$ cat config.mk
export PLATFORM = sky130hd
export DESIGN_NAME = interpolate_upsample
export DESIGN_NICKNAME = d
export VERILOG_FILES = /design/src/rtl/interpolate_upsample.sv
export SDC_FILE = /design/constraint.sdc
export NUM_CORES = 1
export LEC_CHECK = 0
export ABC_AREA = 1
export CORE_ASPECT_RATIO = 1.5
export CORE_MARGIN = 1
export CORE_UTILIZATION = 43
export CTS_CLUSTER_DIAMETER = 100
export CTS_CLUSTER_SIZE = 24
export DETAILED_ROUTE_END_ITERATION = 6
export MAX_ROUTING_LAYER = met4
export PLACE_DENSITY = 0.8
export SLEW_MARGIN = 40
export SYNTH_ARGS = -nofsm -noshare
export SYNTH_HDL_FRONTEND = slang
export SYNTH_SLANG_ARGS = --single-unit
$ cat constraint.sdc
create_clock -name clk_i -period 1.3 [get_ports clk_i]
set_clock_uncertainty 0.15 [all_clocks]
set_input_delay 0.26 -clock clk_i [delete_from_list [all_inputs] [get_ports clk_i]]
set_output_delay 0.26 -clock clk_i [all_outputs]
set_load 0.1 [all_outputs]
$ cat src/rtl/interpolate_upsample.sv
// -----------------------------------------------------------------------------
// interpolate_upsample
//
// Rebuilds a full-rate signed sample stream from decimated block sums. Every
// data_valid_i strobe carries S, the sum of N = 2**LOG2_INTERP_FACTOR raw
// samples. The block emits one output sample per clock once it is running.
//
// Build option (macro INTERP_UPSAMPLE_LINEAR_EN):
//   defined   : linear interpolation. An accumulator walks from S_prev*N toward
//               S_curr*N in N steps, so y_k = floor((S_prev*N + k*(S_curr-S_prev)) / N^2).
//               Early and late strobes are flagged on timing_err_o.
//   undefined : zero-order hold. y = floor(S_curr/N); timing_err_o is tied low.
//
// Ports
//   clk_i          rising-edge clock
//   rst_i          asynchronous, active-high reset
//   data_valid_i   one-cycle strobe qualifying data_i
//   data_i         signed block sum S (INPUT_WIDTH bits)
//   data_valid_o   high on every cycle data_o is meaningful
//   data_o         signed, registered full-rate output (OUTPUT_WIDTH bits)
//   sat_o          high alongside a data_o value that was clipped
//   timing_err_o   sticky: a strobe arrived early or late (linear mode only)
// -----------------------------------------------------------------------------
module interpolate_upsample #(
    parameter int INPUT_WIDTH        = 19,
    parameter int LOG2_INTERP_FACTOR = 5,
    parameter int OUTPUT_WIDTH       = 14
) (
    input  logic                           clk_i,
    input  logic                           rst_i,
    input  logic                           data_valid_i,
    input  logic signed [INPUT_WIDTH-1:0]  data_i,
    output logic                           data_valid_o,
    output logic signed [OUTPUT_WIDTH-1:0] data_o,
    output logic                           sat_o,
    output logic                           timing_err_o
);
    localparam int IW = INPUT_WIDTH;
    localparam int L  = LOG2_INTERP_FACTOR;
    localparam int OW = OUTPUT_WIDTH;
    localparam int AW = IW + L + 1;

    // Output range expressed at the pre-saturation width.
    localparam logic signed [AW-1:0] Y_MAX = (AW'(1) <<< (OW - 1)) - AW'(1);
    localparam logic signed [AW-1:0] Y_MIN = ~Y_MAX;

    typedef enum logic [1:0] {
        ST_EMPTY  = 2'd0,
        ST_PRIMED = 2'd1,
        ST_RUN    = 2'd2
    } state_t;

`ifdef INTERP_UPSAMPLE_LINEAR_EN
    // Interpolation needs two samples before it has a segment to walk.
    localparam state_t ST_AFTER_FIRST = ST_PRIMED;
`else
    // Hold mode can output as soon as one sample is known.
    localparam state_t ST_AFTER_FIRST = ST_RUN;
`endif

    state_t state_q, state_d;
    logic   run;

    logic signed [IW-1:0] s_curr_q;
    logic signed [AW-1:0] pre_y;
    logic signed [OW-1:0] y_sat;
    logic                 clip;

    logic signed [OW-1:0] data_q;
    logic                 data_valid_q;
    logic                 sat_q;

    // ---------------------------------------------------------------- FSM
    always_ff @(posedge clk_i or posedge rst_i) begin
        if (rst_i) begin
            state_q <= ST_EMPTY;
        end else begin
            state_q <= state_d;
        end
    end

    always_comb begin
        state_d = state_q;
        case (state_q)
            ST_EMPTY:  if (data_valid_i) state_d = ST_AFTER_FIRST;
            ST_PRIMED: if (data_valid_i) state_d = ST_RUN;
            ST_RUN:    state_d = ST_RUN;
            default:   state_d = ST_EMPTY;
        endcase
    end

    always_comb begin
        run = (state_q == ST_RUN);
    end

    // ------------------------------------------------------- sample store
    always_ff @(posedge clk_i or posedge rst_i) begin
        if (rst_i) begin
            s_curr_q <= '0;
        end else if (data_valid_i) begin
            s_curr_q <= data_i;
        end
    end

`ifdef INTERP_UPSAMPLE_LINEAR_EN
    localparam int SW = IW + 1;
    localparam logic [L-1:0] K_LAST = '1;

    logic signed [IW-1:0] s_prev_q;
    logic signed [AW-1:0] acc_q, acc_d;
    logic signed [SW-1:0] step_q, step_d;
    logic [L-1:0]         k_q, k_d;
    logic                 timing_err_q, timing_err_d;

    // A strobe always restarts the segment from the outgoing S_curr; between
    // strobes the accumulator advances until the last phase, then freezes so
    // a missing strobe repeats the final point instead of extrapolating.
    always_comb begin
        acc_d  = acc_q;
        step_d = step_q;
        k_d    = k_q;
        if (data_valid_i) begin
            acc_d  = AW'(s_curr_q) <<< L;
            step_d = SW'(data_i) - SW'(s_curr_q);
            k_d    = '0;
        end else if (k_q != K_LAST) begin
            acc_d = acc_q + AW'(step_q);
            k_d   = k_q + L'(1);
        end
    end

    // The nominal strobe lands exactly at the last phase; anything else in RUN
    // is either early (before it) or late (missing at it).
    always_comb begin
        timing_err_d = timing_err_q
                     | (run &  data_valid_i & (k_q != K_LAST))
                     | (run & ~data_valid_i & (k_q == K_LAST));
    end

    always_ff @(posedge clk_i or posedge rst_i) begin
        if (rst_i) begin
            s_prev_q     <= '0;
            acc_q        <= '0;
            step_q       <= '0;
            k_q          <= '0;
            timing_err_q <= 1'b0;
        end else begin
            if (data_valid_i) begin
                s_prev_q <= s_curr_q;
            end
            acc_q        <= acc_d;
            step_q       <= step_d;
            k_q          <= k_d;
            timing_err_q <= timing_err_d;
        end
    end

    // acc is floor-divided by N for the 1/N interpolation weight and again by
    // N to turn a block sum back into a per-sample value.
    assign pre_y        = acc_q >>> (2 * L);
    assign timing_err_o = timing_err_q;

    // Consistency check: the running accumulator must always sit on the line
    // between the two stored samples at phase k.
    localparam int XW = AW + L + 2;
    logic signed [XW-1:0] chk_span, chk_point;
    assign chk_span  = XW'(s_curr_q) - XW'(s_prev_q);
    assign chk_point = (XW'(s_prev_q) <<< L) + $signed(XW'(k_q)) * chk_span;

    always @(posedge clk_i) begin
        if (!rst_i) begin
            assert (chk_point == XW'(acc_q));
            assert (chk_span == XW'(step_q));
        end
    end
`else
    assign pre_y        = AW'(s_curr_q) >>> L;
    assign timing_err_o = 1'b0;
`endif

    // ------------------------------------------------------- saturation
    always_comb begin
        y_sat = pre_y[OW-1:0];
        clip  = 1'b0;
        if (pre_y > Y_MAX) begin
            y_sat = Y_MAX[OW-1:0];
            clip  = 1'b1;
        end else if (pre_y < Y_MIN) begin
            y_sat = Y_MIN[OW-1:0];
            clip  = 1'b1;
        end
    end

    // ----------------------------------------------------- output stage
    // Outputs are forced to zero until the block is running so nothing from
    // a half-filled history ever appears on data_o.
    always_ff @(posedge clk_i or posedge rst_i) begin
        if (rst_i) begin
            data_q       <= '0;
            data_valid_q <= 1'b0;
            sat_q        <= 1'b0;
        end else begin
            data_q       <= run ? y_sat : '0;
            data_valid_q <= run;
            sat_q        <= run & clip;
        end
    end

    assign data_o       = data_q;
    assign data_valid_o = data_valid_q;
    assign sat_o        = sat_q;

endmodule

Word-level counts from Yosys, hierarchy flattened

Index checks and enable logic that the tools add are counted.

Register bits after elaboration: 37
Word-level logic and storage cells: 20
Output and inout bits: 17

Bitwise gates (word level): 1
Order comparisons: 2
Reduce and logical (&&, ||, !) cells: 2
Equal/unequal tests: 3
Muxes and demuxes: 7

Operators with widths:

| cell                                                                   | number |
|---|---|
| 14-bit two-way mux                                                     | 3 |
| 14-bit > comparator (second input constant)                            | 1 |
| 14-bit less-than comparator (second input constant)                    | 1 |
| 2-bit case mux with 2 select lines                                     | 1 |
| 2-bit by 1-bit equality test with 1-bit output (second input constant) | 1 |
| 2-bit equality test (second input constant)                            | 1 |
| 2-bit logical NOT                                                      | 1 |
| 1-bit two-way mux                                                      | 2 |
| 2-bit two-way mux                                                      | 1 |
| 2-bit by 1-bit != test with 1-bit output (second input constant)       | 1 |
| 2-bit OR reduction                                                     | 1 |
| 1-bit AND                                                              | 1 |

Depth between registers and ports, before layout

Depth after elaboration: 4
Gate-level depth with buffers: 4
Mapped depth without buffers: 3

Worst setup path after synthesis

Ideal clock, no wire load.

Path kind: reg2out
Start: register data_q[0] (netlist: data_o[0])
End: output port data_o[0]
Stages on the path, launching flop included: 1
Arrival: 0.883 ns
Slack: 0.007 ns
Cells stage by stage: dfrtp_1

RTL lines:

| item                   | line | text |
|---|---|---|
| start, declared        | 69   | `logic signed [OW-1:0] data_q;` |
| start signal, assigned | 203  | `data_q <= run ? y_sat : '0;` |
| end, declared          | 34   | `output logic signed [OUTPUT_WIDTH-1:0] data_o,` |

No word-level cell between the ends.

Worst setup path in the final report

Start: register data_q[12] (netlist: data_o[12])
End: output port data_o[12]

No word-level cell between the ends.

==> impl_results.md <==
* Floorplan die width at 43.06 microns
* Post-layout net count at 172
* Fraction of final layout cells with drive strength greater than 1 at 20.53%
* Area of the die at 2738 sq um
* Dpl cells at 167
* Floorplan row count at 22
* TritonCTS clock tree: yes
* Fill cells at 177
* Minimum period implied by the final worst setup slack at 1.333 ns
* FF+latch count, synth at 31
* Growth of design area from synthesis to finish at 56.96%
* Unrepaired setup endpoints after global routing: yes
* Root buffer cell: sky130_fd_sc_hd__clkbuf_4
* Vias in the first global route at 807
* Critical path class: reg -> out
* Antenna violations before repair at 0
* Wire per inst at 10.96 microns
* Area of the mapped netlist at 1087 sq um
* Total grt overflow at 0
* Delay of the slowest cell on the worst path at 0.42 ns
* Result of the run: finished, violations left
* Portion of the post-synthesis area used by sequential elements at 71.35%
* Worst Path Arrival at 0.92 ns
* IO Port Bufs at 32
* Dpl hpwl at 1420 microns
* Ports at 39
* DIE HEIGHT at 63.59 microns
* Number of DRC markers in iteration 0 at 30
* Worst endpoint required time at 0.89 ns
* Largest net degree at the start of global routing at 32
* Syn_area_per_cell at 9.975 sq um
* Synth Warn # at 0
* Slack of the worst reg-to-reg path at 0.22 ns
* Number of antenna diodes at 0
* Final worst-path setup slack at -0.03262 ns
* Critical Path Sink Type: output pin
* Number of routed nets with antenna violations at 0
* Non-Filler Instances at 175
* Type of the most critical hold path: in -> async
* MaxCap Viol Count at 0
* Clock sink count at 31
* Worst Hold Slack at 0.1315 ns
* Final Cell Area at 1707 sq um
* Effective utilization at floorplan at 44.89%
* Leakage power summed over all cells at 0.9327 nW
* Max Slew Vio Count at 0
* TritonCTS Buffers at 5
* Number of remaining DRC errors at 0
* Number of iterations in the first detailed-routing pass at 4
* First-pass GRT wire length at 3367 microns
* Clk_lat worst skew at 0.32 ns
* Maximum ir drop on the vdd rail at 1.393 mV
* CP delay by family, top: flip-flops
* Failing checks: setup timing
* Areal power density over the cells at 1482 nW/um^2
* Buffers plus inverters on the worst setup path at 1
* Final Hold Vio Count at 0
* Max Freq at 750.4 MHz
* Core occupancy in the finished layout at 70.45%
* Maximum count of clock buffers along a single path at 2
* Worst-case reg-to-reg path depth at 1
* Final setup fails at 16
* Routability-driven placement congestion ratio at 0.7393
* Largest fanout on the critical path at 1
* Ordered list of cells on the worst path: buf_12
* Kind of launch point of the worst setup path: register
* Slowest-stage cell, CP: sky130_fd_sc_hd__dfrtp_1
* Final cycle utilization of the critical path at 102.5%
* Count of vias placed by the detailed router at 813
* Number of gates resized after CTS at 0
* Total global-route track usage at 17.36%
* Reg-to-reg startpoint: state_q[1]
* Placed cell area at 1620 sq um
* Worst r2r dst: state_q[1]
* Post-Synthesis Cells at 109
* CTS clock-pin slew for the worst setup and hold paths at 0.09 ns
* Core area at 2422 sq um
* CTS H-Tree Depth at 2
* Routed via count divided by cell count at 4.646
* Number of distinct library cells after synthesis at 9
* Total wirelength of the detailed-routed design at 1918 microns
==> timing repair <==
item                       CTS  global route
setup endpoints to repair   16            16
setup buffers                0             0
hold endpoints to repair     0             0
hold buffers                 0             0
==> through the flow <==
stage / setup WS (ns) / total power [mW] / setup TNS [ns]
2_1_floorplan: 0.006749 / 1.495 / 0
3_3_place_gp: -0.06829 / 1.767 / -0.9795
5_1_grt: -0.07350 / 2.634 / -0.9839
3_5_place_dp: -0.09837 / 1.784 / -1.351
6_report: -0.03262 / 2.530 / -0.3019
4_1_cts: -0.05153 / 2.561 / -0.6612
==> placed cells by master, fill, tap and decap left out <==
cell type                          n
sky130_fd_sc_hd__conb_1            2
sky130_fd_sc_hd__bufinv_16         1
sky130_fd_sc_hd__clkinv_2          1
sky130_fd_sc_hd__or2_2             1
sky130_fd_sc_hd__nand2_1          56
sky130_fd_sc_hd__inv_1            15
sky130_fd_sc_hd__buf_12           17
sky130_fd_sc_hd__dfrtp_1          31
sky130_fd_sc_hd__clkbuf_4          5
sky130_fd_sc_hd__clkbuf_8          1
sky130_fd_sc_hd__buf_4             4
sky130_fd_sc_hd__inv_2             1
sky130_fd_sc_hd__clkdlybuf4s50_1  16
==> how the worst max path moves through the flow <==
stage | to | from | cells after the start | slack, ns
floorplan | data_o[0] | data_o[0] | 0 | 0.007
global placement | s_curr_q[16] | data_valid_i | 4 | -0.07
finish | data_o[12] | data_o[12] | 1 | -0.03
global route | data_o[12] | data_o[12] | 1 | -0.07
CTS | data_o[4] | data_o[4] | 1 | -0.05
detailed placement | s_curr_q[7] | data_valid_i | 4 | -0.1
==> registers in the layout (all words and copies together), names as in the netlist <==
signal        count
state_q           1
data_valid_o      1
sat_o             1
data_o           14
s_curr_q         14
==> tightest hold or removal path: stages <==
cell                              delay (ns)
sky130_fd_sc_hd__clkdlybuf4s50_1        0.40
sky130_fd_sc_hd__inv_1                  0.10
sky130_fd_sc_hd__buf_12                 0.20
==> where the power goes <==
group | internal (mW) | switching (mW)
clock network | 0.454 | 0.316
logic | 0.241 | 0.420
registers | 1.04 | 0.0562
total | 1.74 | 0.792
==> kinds of logic (layout without fill, tap and decap cells) <==
kind of cell,Yosys count,after routing,share of synthesized area [%]
other,1,2,0.3449
flip-flops,31,31,71.35
AND/OR/NAND/NOR,57,57,19.91
buffers and inverters,20,61,8.399
==> synth_stat cells <==
cell	n	share of area, %
sky130_fd_sc_hd__nand2_1	56	19
sky130_fd_sc_hd__dfrtp_1	31	71
sky130_fd_sc_hd__inv_1	15	5.2
sky130_fd_sc_hd__buf_4	2	1.4
sky130_fd_sc_hd__buf_2	1	0.46
sky130_fd_sc_hd__buf_6	1	1.0
sky130_fd_sc_hd__conb_1	1	0.34
sky130_fd_sc_hd__inv_2	1	0.34
sky130_fd_sc_hd__or2_2	1	0.58
==> area by class of cell <==
| class | instances | area, sq um | area share [%] |
|---|---|---|---|
| sequential | 31 | 775.7 | 45.45 |
| clock inverter | 2 | 35.03 | 2.053 |
| tap | 24 | 30.03 | 1.760 |
| timing repair buffer | 37 | 530.5 | 31.08 |
| clock buffer | 6 | 51.30 | 3.006 |
| multi-input combinational | 59 | 224.0 | 13.12 |
| inverter | 16 | 60.06 | 3.519 |
==> metal layers <==
layer / track usage (%) / up-vias / routed length (microns)
met2: 26.52 / 32 / 969
met3: 7.450 / 7 / 124
met5: - / - / 0
met1: 18.53 / 385 / 758
met4: 9.848 / 0 / 65
li1: - / 389 / -
Note: power is estimated with default switching activity, not from simulation.
